### config.mk
export PLATFORM = sky130hd
export DESIGN_NAME = led_step_scheduler
export DESIGN_NICKNAME = d
export VERILOG_FILES = /design/src/rtl/led_step_scheduler.sv
export SDC_FILE = /design/constraint.sdc
export NUM_CORES = 1
export LEC_CHECK = 0
export CAP_MARGIN = 20
export CORE_MARGIN = 1
export CORE_UTILIZATION = 25
export CTS_CLUSTER_DIAMETER = 50
export DETAILED_ROUTE_END_ITERATION = 6
export SLEW_MARGIN = 20
export SYNTH_ARGS = -nofsm -noshare
export SYNTH_HDL_FRONTEND = slang
export SYNTH_SLANG_ARGS = --single-unit
### constraint.sdc
create_clock -name clk -period 4.3 [get_ports clk]
set_input_delay 1.29 -clock clk [delete_from_list [all_inputs] [get_ports clk]]
set_output_delay 1.29 -clock clk [all_outputs]
set_load 0.01 [all_outputs]
### src/rtl/led_step_scheduler.sv
// led_step_scheduler
//   Control block for an 18-bit LED pattern datapath. It debounces four
//   push-buttons, generates a periodic step tick and runs a small FSM that
//   tells the datapath when to load its seed value and when to apply an
//   operation.
//
// Ports
//   clk       : system clock, all state updates on posedge
//   rst_n     : asynchronous active-low reset
//   KEY[3:0]  : raw active-low buttons: [0] clear, [1] start/stop,
//               [2] next-mode, [3] pause/resume
//   SW[2:0]   : [1:0] manual mode select, [2] auto-cycle enable
//   step_en   : one-cycle pulse, datapath applies op
//   op[1:0]   : 00 shift right, 01 invert, 10 add 2, 11 shift left
//   load      : one-cycle pulse, datapath loads load_val
//   load_val  : constant seed 18'h3E000
//   state[1:0]: FSM state (00 IDLE, 01 RUN, 10 PAUSE, 11 LOAD)
//   mode[1:0] : current mode register
module led_step_scheduler #(
  parameter int TICK_DIV   = 5_000_000,
  parameter int DEB_CYCLES = 1000,
  parameter int AUTO_STEPS = 16
) (
  input  logic        clk,
  input  logic        rst_n,
  input  logic [3:0]  KEY,
  input  logic [2:0]  SW,
  output logic        step_en,
  output logic [1:0]  op,
  output logic        load,
  output logic [17:0] load_val,
  output logic [1:0]  state,
  output logic [1:0]  mode
);

  localparam int TW = (TICK_DIV > 1) ? $clog2(TICK_DIV) : 1;
  localparam int DW = $clog2(DEB_CYCLES + 1);

  typedef enum logic [1:0] {
    S_IDLE  = 2'b00,
    S_RUN   = 2'b01,
    S_PAUSE = 2'b10,
    S_LOAD  = 2'b11
  } state_t;

  // ---------------------------------------------------------------------
  // Debounce: one stable level and one run-length counter per key.
  // ---------------------------------------------------------------------
  logic [3:0]    stable_q, stable_d;
  logic [DW-1:0] deb_cnt_q [4];
  logic [DW-1:0] deb_cnt_d [4];
  logic [3:0]    press_q, press_d;

  always_comb begin
    stable_d = stable_q;
    for (int i = 0; i < 4; i++) begin
      deb_cnt_d[i] = '0;
      if (KEY[i] != stable_q[i]) begin
        if (deb_cnt_q[i] == DW'(DEB_CYCLES - 1)) begin
          stable_d[i]  = KEY[i];
          deb_cnt_d[i] = '0;
        end else begin
          deb_cnt_d[i] = deb_cnt_q[i] + DW'(1);
        end
      end
    end
    // Keys are active-low: a press is the stable level falling 1->0.
    press_d = stable_q & ~stable_d;
  end

  always_ff @(posedge clk or negedge rst_n) begin
    if (!rst_n) begin
      stable_q <= 4'hF;
      press_q  <= 4'h0;
      for (int i = 0; i < 4; i++) deb_cnt_q[i] <= '0;
    end else begin
      stable_q <= stable_d;
      press_q  <= press_d;
      for (int i = 0; i < 4; i++) deb_cnt_q[i] <= deb_cnt_d[i];
    end
  end

  // ---------------------------------------------------------------------
  // Free-running step tick, counts in every state.
  // ---------------------------------------------------------------------
  logic [TW-1:0] tick_cnt_q, tick_cnt_d;
  logic          tick;

  always_comb begin
    tick       = (tick_cnt_q == TW'(TICK_DIV - 1));
    tick_cnt_d = tick ? '0 : tick_cnt_q + TW'(1);
  end

  // ---------------------------------------------------------------------
  // Sequencing FSM plus mode / auto-step bookkeeping.
  // ---------------------------------------------------------------------
  state_t     state_q, state_d;
  logic       step_en_q, step_en_d;
  logic [1:0] op_q, op_d;
  logic       load_q, load_d;
  logic [1:0] mode_q, mode_d;
  logic [3:0] step_cnt_q, step_cnt_d;

  logic p_clear, p_start, p_next, p_pause, any_press;

  always_comb begin
    p_clear   = press_q[0];
    p_start   = press_q[1];
    p_next    = press_q[2];
    p_pause   = press_q[3];
    any_press = |press_q;

    state_d    = state_q;
    step_en_d  = 1'b0;
    op_d       = op_q;
    mode_d     = mode_q;
    step_cnt_d = step_cnt_q;

    // Priority within each state: clear > start > pause.
    case (state_q)
      S_IDLE: begin
        if (p_start) state_d = S_LOAD;
      end
      S_LOAD: begin
        state_d    = S_RUN;
        step_cnt_d = '0;
      end
      S_RUN: begin
        if (p_clear)      state_d = S_LOAD;
        else if (p_start) state_d = S_IDLE;
        else if (p_pause) state_d = S_PAUSE;
        else if (tick && !any_press) begin
          // Any accepted press on a tick cycle swallows that step.
          step_en_d = 1'b1;
          op_d      = mode_q;
        end
      end
      S_PAUSE: begin
        if (p_clear)      state_d = S_LOAD;
        else if (p_start) state_d = S_IDLE;
        else if (p_pause) state_d = S_RUN;
      end
      default: state_d = S_IDLE;
    endcase

    load_d = (state_d == S_LOAD);

    // op is captured from mode_q above, so a mode change made here only
    // shows up on the following step.
    if (!SW[2]) begin
      if (tick) mode_d = SW[1:0];
    end else if (p_next) begin
      mode_d     = mode_q + 2'd1;
      step_cnt_d = '0;
    end else if (step_en_d) begin
      if (step_cnt_q == 4'(AUTO_STEPS - 1)) begin
        mode_d     = mode_q + 2'd1;
        step_cnt_d = '0;
      end else begin
        step_cnt_d = step_cnt_q + 4'd1;
      end
    end
  end

  always_ff @(posedge clk or negedge rst_n) begin
    if (!rst_n) begin
      tick_cnt_q <= '0;
      state_q    <= S_IDLE;
      step_en_q  <= 1'b0;
      op_q       <= 2'b00;
      load_q     <= 1'b0;
      mode_q     <= 2'b00;
      step_cnt_q <= '0;
    end else begin
      tick_cnt_q <= tick_cnt_d;
      state_q    <= state_d;
      step_en_q  <= step_en_d;
      op_q       <= op_d;
      load_q     <= load_d;
      mode_q     <= mode_d;
      step_cnt_q <= step_cnt_d;
    end
  end

  assign step_en  = step_en_q;
  assign op       = op_q;
  assign load     = load_q;
  assign load_val = 18'h3E000;
  assign state    = state_q;
  assign mode     = mode_q;

endmodule
# ---- Yosys cells after proc, flatten, opt, wreduce, memory -nomap -nowiden
# Index checks and enable logic that the tools add are counted.
dict set report classes {
  n_addsub 7
  multipliers 0
  div 0
  n_lt_le_gt_ge 0
  n_eq_ne 16
  shift 0
  n_mux 40
  bitwise_logic 5
  reduce_logical 7
}
# op n
set op_table {}
lappend op_table {{2-to-1 mux 10 bit} 8}
lappend op_table {{adder 10 x 1 -> 10 bit (second input constant)} 4}
lappend op_table {{== test 10 bit (second input constant)} 4}
lappend op_table {{2-to-1 mux 2 bit} 12}
lappend op_table {{adder 23 x 1 -> 23 bit (second input constant)} 1}
lappend op_table {{== test 23 bit (second input constant)} 1}
lappend op_table {{2-to-1 mux 23 bit} 1}
lappend op_table {{2-to-1 mux 4 bit} 5}
lappend op_table {{2-to-1 mux 1 bit} 13}
lappend op_table {{case mux 2 bit (4 select lines)} 1}
lappend op_table {{== test 2 bit (second input constant)} 3}
lappend op_table {{!= test 3 x 1 -> 1 bit (second input constant)} 2}
lappend op_table {{AND reduction 5 bit} 1}
lappend op_table {{adder 4 x 1 -> 4 bit (second input constant)} 1}
lappend op_table {{bitwise AND 4 bit} 1}
lappend op_table {{== test 4 bit (second input constant)} 1}
lappend op_table {{!= test 1 bit} 4}
lappend op_table {{inverter 4 bit} 1}
lappend op_table {{OR reduction 4 bit} 1}
lappend op_table {{inverter 1 bit} 3}
lappend op_table {{AND reduction 3 bit} 1}
lappend op_table {{adder 2 x 1 -> 2 bit (second input constant)} 1}
lappend op_table {{== test 2 x 1 -> 1 bit (second input constant)} 1}
lappend op_table {{logical NOT 2 bit} 1}
lappend op_table {{other kinds (3)} 3}
dict set report word_totals {
  register_bits 83
  latch_bits 0
  ram_bits 0
  rom_bits 0
  input_bits 9
  output_inout_bits 26
  elab_cells 88
  memories 0
}

# ---- Longest topological paths before layout
dict set report depth {
  word_depth 11
  ltp_mapped 6
  mapped_depth_nobuf 6
}

# ---- Worst setup path before layout
# Ideal clock, no wire load.
dict set report synth_timing {
  path_kind {register to register}
  startpoint {register tick_cnt_q[0]}
  endpoint {register op_q[0], in the netlist op[0]}
  setup_time_ps 125
  t_arrival_ps 1943
  t_required_ps 4175
  path_slack_ps 2232
  stages_incl_launch_ff 6
  path_buffers 0
  period_less_slack_ps 2068
  path_cell_list {dfrtp_1 -> ha_1 -> nand3_2 -> or4_4 -> nor4_4 -> mux2_2}
}
dict set report synth_via {
  elab_chain_len 3
}
# element line
set synth_rtl {}
lappend synth_rtl {{from (decl)} 86} ;# logic [TW-1:0] tick_cnt_q, tick_cnt_d;
lappend synth_rtl {{from (signal assigned)} 175} ;# tick_cnt_q <= tick_cnt_d;
lappend synth_rtl {{== test 23 bit} 90} ;# tick = (tick_cnt_q == TW'(TICK_DIV - 1));
lappend synth_rtl {{logical AND 1 bit} 132} ;# else if (tick && !any_press) begin
lappend synth_rtl {{AND reduction 5 bit (no source line)} --}
lappend synth_rtl {{to (signal assigned)} 178} ;# op_q <= op_d;
lappend synth_rtl {{to (decl)} 99} ;# logic [1:0] op_q, op_d;
# No other way between the ends.
# A chain may end at the register's enable or synchronous reset.

# ---- Worst setup path after layout
dict set report layout_timing {
  startpoint {register state_q[0], in the netlist state[0]}
  endpoint {output state[0]}
}
# element line
set layout_rtl {}
lappend layout_rtl {{from (decl)} 97} ;# state_t state_q, state_d;
lappend layout_rtl {{from (signal assigned)} 176} ;# state_q <= state_d;
lappend layout_rtl {{to (decl)} 32} ;# output logic [1:0] state,
# No word-level cell between the ends.

==> metrics <==
cell family contributing the most delay on the critical path flip-flops; max_cap viols 0; buffers added on ports 16; CP max FO 11; Clock transition at path regs 0.06 ns; Layout area overhead 15.8%; worst setup margin approximately 1.4 ns; post-detailed-route wirelength per cell ~12 um; library cell occupying the most area in the post-synthesis netlist sky130_fd_sc_hd__dfrtp_1; aggregate global-route resource usage a little under 10%; number of routed nets with antenna violations 0; synth unique cells 52; crit-path cells clkdlybuf4s50_1; post-layout power between 0.0015 and 0.002 W; CTS tree done; Final Hold Viols 0; wire length of the first global-routing pass approximately 13000 um; R2R Path Start tick_cnt_q[0]; clock buffer depth 2; Final Max Tran Viols 0; type of the tightest min-delay check register to register; nets 431; clock tree root driver cell sky130_fd_sc_hd__clkbuf_16; crit path capture type output port; register-to-register setup slack 1.64 ns; post-synthesis average cell area just over 10 um2; H-tree depth 3; worst clock skew roughly 0.0063 ns; top cell type's share of synthesized area a little under 50%; Max rail drop VDD approximately 220 uV; worst-margin pin slew just over 1 ns; Worst R2R Path Depth 6; number of register bits inferred by synthesis 83; Slew Limit Headroom 32.6%; setup repair after global routing missed its margin no; most numerous cell in the Yosys netlist sky130_fd_sc_hd__dfrtp_1; clock net sink count just over 80; Synth Cell Area a little over 4000 um2; total grt overflow 0; Post-CTS Setup Inserts 0; Total Negative Setup Slacks 0 ns; Routed WL approximately 7300 um; antenna violations before repair 0; placer congestion estimate approximately 0.75; top cells by area, synth sky130_fd_sc_hd__dfrtp_1 (48%), sky130_fd_sc_hd__xnor2_1 (7.9%), sky130_fd_sc_hd__nor2_1 (5.9%); dominant synthesized flop cell sky130_fd_sc_hd__dfrtp_1; Core Box Area between 15000 and 20000 um2; startpoint types register; cell types with the highest counts after synthesis sky130_fd_sc_hd__dfrtp_1 (79), sky130_fd_sc_hd__nor2_1 (64), sky130_fd_sc_hd__xnor2_1 (37); antenna cells 0; Iter 0 DRT Violations between 100 and 150; proportion of synthesized flip-flops having asynchronous set or reset 100%; capture instance of the worst register-to-register path mode[0]; layout cells sized above 1 about 8.3%; worst setup path startpoint state[0]; via count of the first global-routing pass 2821; number of rows in the core area 46; I/O pin total 35; buffers plus inverters on the worst setup path 1; Critical Path Slowest Stage Cell sky130_fd_sc_hd__dfrtp_1; timing-limited maximum frequency ~350 MHz; worst slack after detailed placement 1.48 ns; clock latency at the later pin of the worst-skew pair 0.34 ns; number of warnings reported in the yosys synthesis log 0; largest stage delay on the critical path 0.63 ns; detail-routed via count per cell around 4.3; endpoint arrival time on the critical path between 1.5 and 2 ns; static leakage power just over 2 nW; WP data required approximately 3 ns; full die area between 15000 and 20000 um2; count of mapped cells out of synthesis 396; Starting Density about 26%; DRC violation count after routing 0; CP Depth 1; largest net degree at the start of global routing 84; overall die height 130 um; routed vias 2735; number of setup violations in the final report 0; capture point of the worst path state[0]; critical path type register to output port; Pwr per Cell Area roughly 370 nW/um2; Die Width approximately 130 um; part of the Yosys area used for sequential elements between 50% and 60%; minimum clock period after layout 2.88 ns; Detailed Routing Iterations Pass 1 4; count of hold-fix buffers inserted at cts 0; Resize count post-CTS 0; TritonCTS buffer count 9; status completed; Placed Area around 4400 um2; portion of the clock cycle consumed by the worst path in the final layout 66.9%; area of all placed cells without fillers ~4700 um2; Post-DP HPWL about 5000 um; EDFF count, synth 0
## cell usage in the layout, fill, tap and decap left out, types with 3 or more instances in the layout
| cell type | count |
|---|---|
| sky130_fd_sc_hd__ha_1 | 6 |
| sky130_fd_sc_hd__a21oi_1 | 3 |
| sky130_fd_sc_hd__dfstp_2 | 4 |
| sky130_fd_sc_hd__a2bb2oi_1 | 3 |
| sky130_fd_sc_hd__clkbuf_16 | 9 |
| sky130_fd_sc_hd__nor3b_1 | 4 |
| sky130_fd_sc_hd__nor2_1 | 64 |
| sky130_fd_sc_hd__nor3_1 | 7 |
| sky130_fd_sc_hd__nand4_1 | 8 |
| sky130_fd_sc_hd__or4_1 | 3 |
| sky130_fd_sc_hd__inv_1 | 14 |
| sky130_fd_sc_hd__clkdlybuf4s50_1 | 15 |
| sky130_fd_sc_hd__nand2_1 | 29 |
| sky130_fd_sc_hd__nand3_1 | 21 |
| sky130_fd_sc_hd__and3_1 | 15 |
| sky130_fd_sc_hd__o21ai_1 | 3 |
| sky130_fd_sc_hd__mux2i_1 | 3 |
| sky130_fd_sc_hd__mux2_2 | 6 |
| sky130_fd_sc_hd__dfrtp_1 | 79 |
| sky130_fd_sc_hd__conb_1 | 18 |
| sky130_fd_sc_hd__nor4_1 | 3 |
| sky130_fd_sc_hd__xnor2_1 | 37 |
| sky130_fd_sc_hd__o21ai_0 | 5 |
| sky130_fd_sc_hd__xor2_1 | 20 |
| sky130_fd_sc_hd__and4_1 | 3 |
## registers in the layout, summed over array words and instances, names as in the netlist
register / flops
deb_cnt_q: 40
tick_cnt_q: 23
press_q: 4
stable_q: 4
step_cnt_q: 4
mode: 2
op: 2
state: 2
load: 1
step_en: 1
## how the worst min path moves through the flow
| stage | depth (start not counted) | from | to |
|---|---|---|---|
| after global placement | 1 | deb_cnt_q[10] | deb_cnt_q[10] |
| after global routing | 1 | deb_cnt_q[0] | deb_cnt_q[0] |
| after detailed placement | 1 | deb_cnt_q[30] | deb_cnt_q[30] |
| after CTS | 1 | deb_cnt_q[10] | deb_cnt_q[10] |
| after floorplan | 1 | deb_cnt_q[0] | deb_cnt_q[0] |
| final | 1 | deb_cnt_q[10] | deb_cnt_q[10] |
## cell type report
class / instances / area, um2
fillers: 1668 / 11200
flip-flops and latches: 83 / 2080
multi-input cells: 292 / 1850
well taps: 216 / 270
clock buffers: 10 / 229
repair buffers: 16 / 161
clock inverters: 6 / 88.8
inverters: 14 / 52.6
## cell families after synthesis
| logic type | synth area share, % |
|---|---|
| mux | 2.39 |
| other cells | 0.184 |
| xor+xnor | 12.2 |
| simple gates | 22.3 |
| buf+inv | 5.32 |
| compound gates | 4.80 |
| flops | 50.9 |
| fa+ha+maj | 1.84 |
## through the flow
stage / utilization (%) / hold slack, ns / instances
2_1_floorplan: - / 0.425 / 412
3_3_place_gp: 27.7 / 0.439 / 621
3_5_place_dp: 27.7 / 0.450 / 621
4_1_cts: 29.7 / 0.458 / 637
5_1_grt: 29.7 / 0.487 / 637
6_report: 29.7 / 0.455 / 637
## power breakdown
part           leakage, nW  switching, W  internal, W
Sequential            1.09     0.0000227     0.000806
Clock                0.149      0.000310     0.000509
Combinational        0.801     0.0000643    0.0000476
Total                 2.04      0.000397      0.00136
## routing by layer
layer / GRT usage (%) / wire length [um] / vias up
met5: 0 / 0 / -
met4: 4.38 / 103 / 0
met3: 3.32 / 279 / 7
met2: 15.7 / 3400 / 45
met1: 12.3 / 3540 / 1341
li1: - / - / 1342
(Power assumes the default switching activity.)
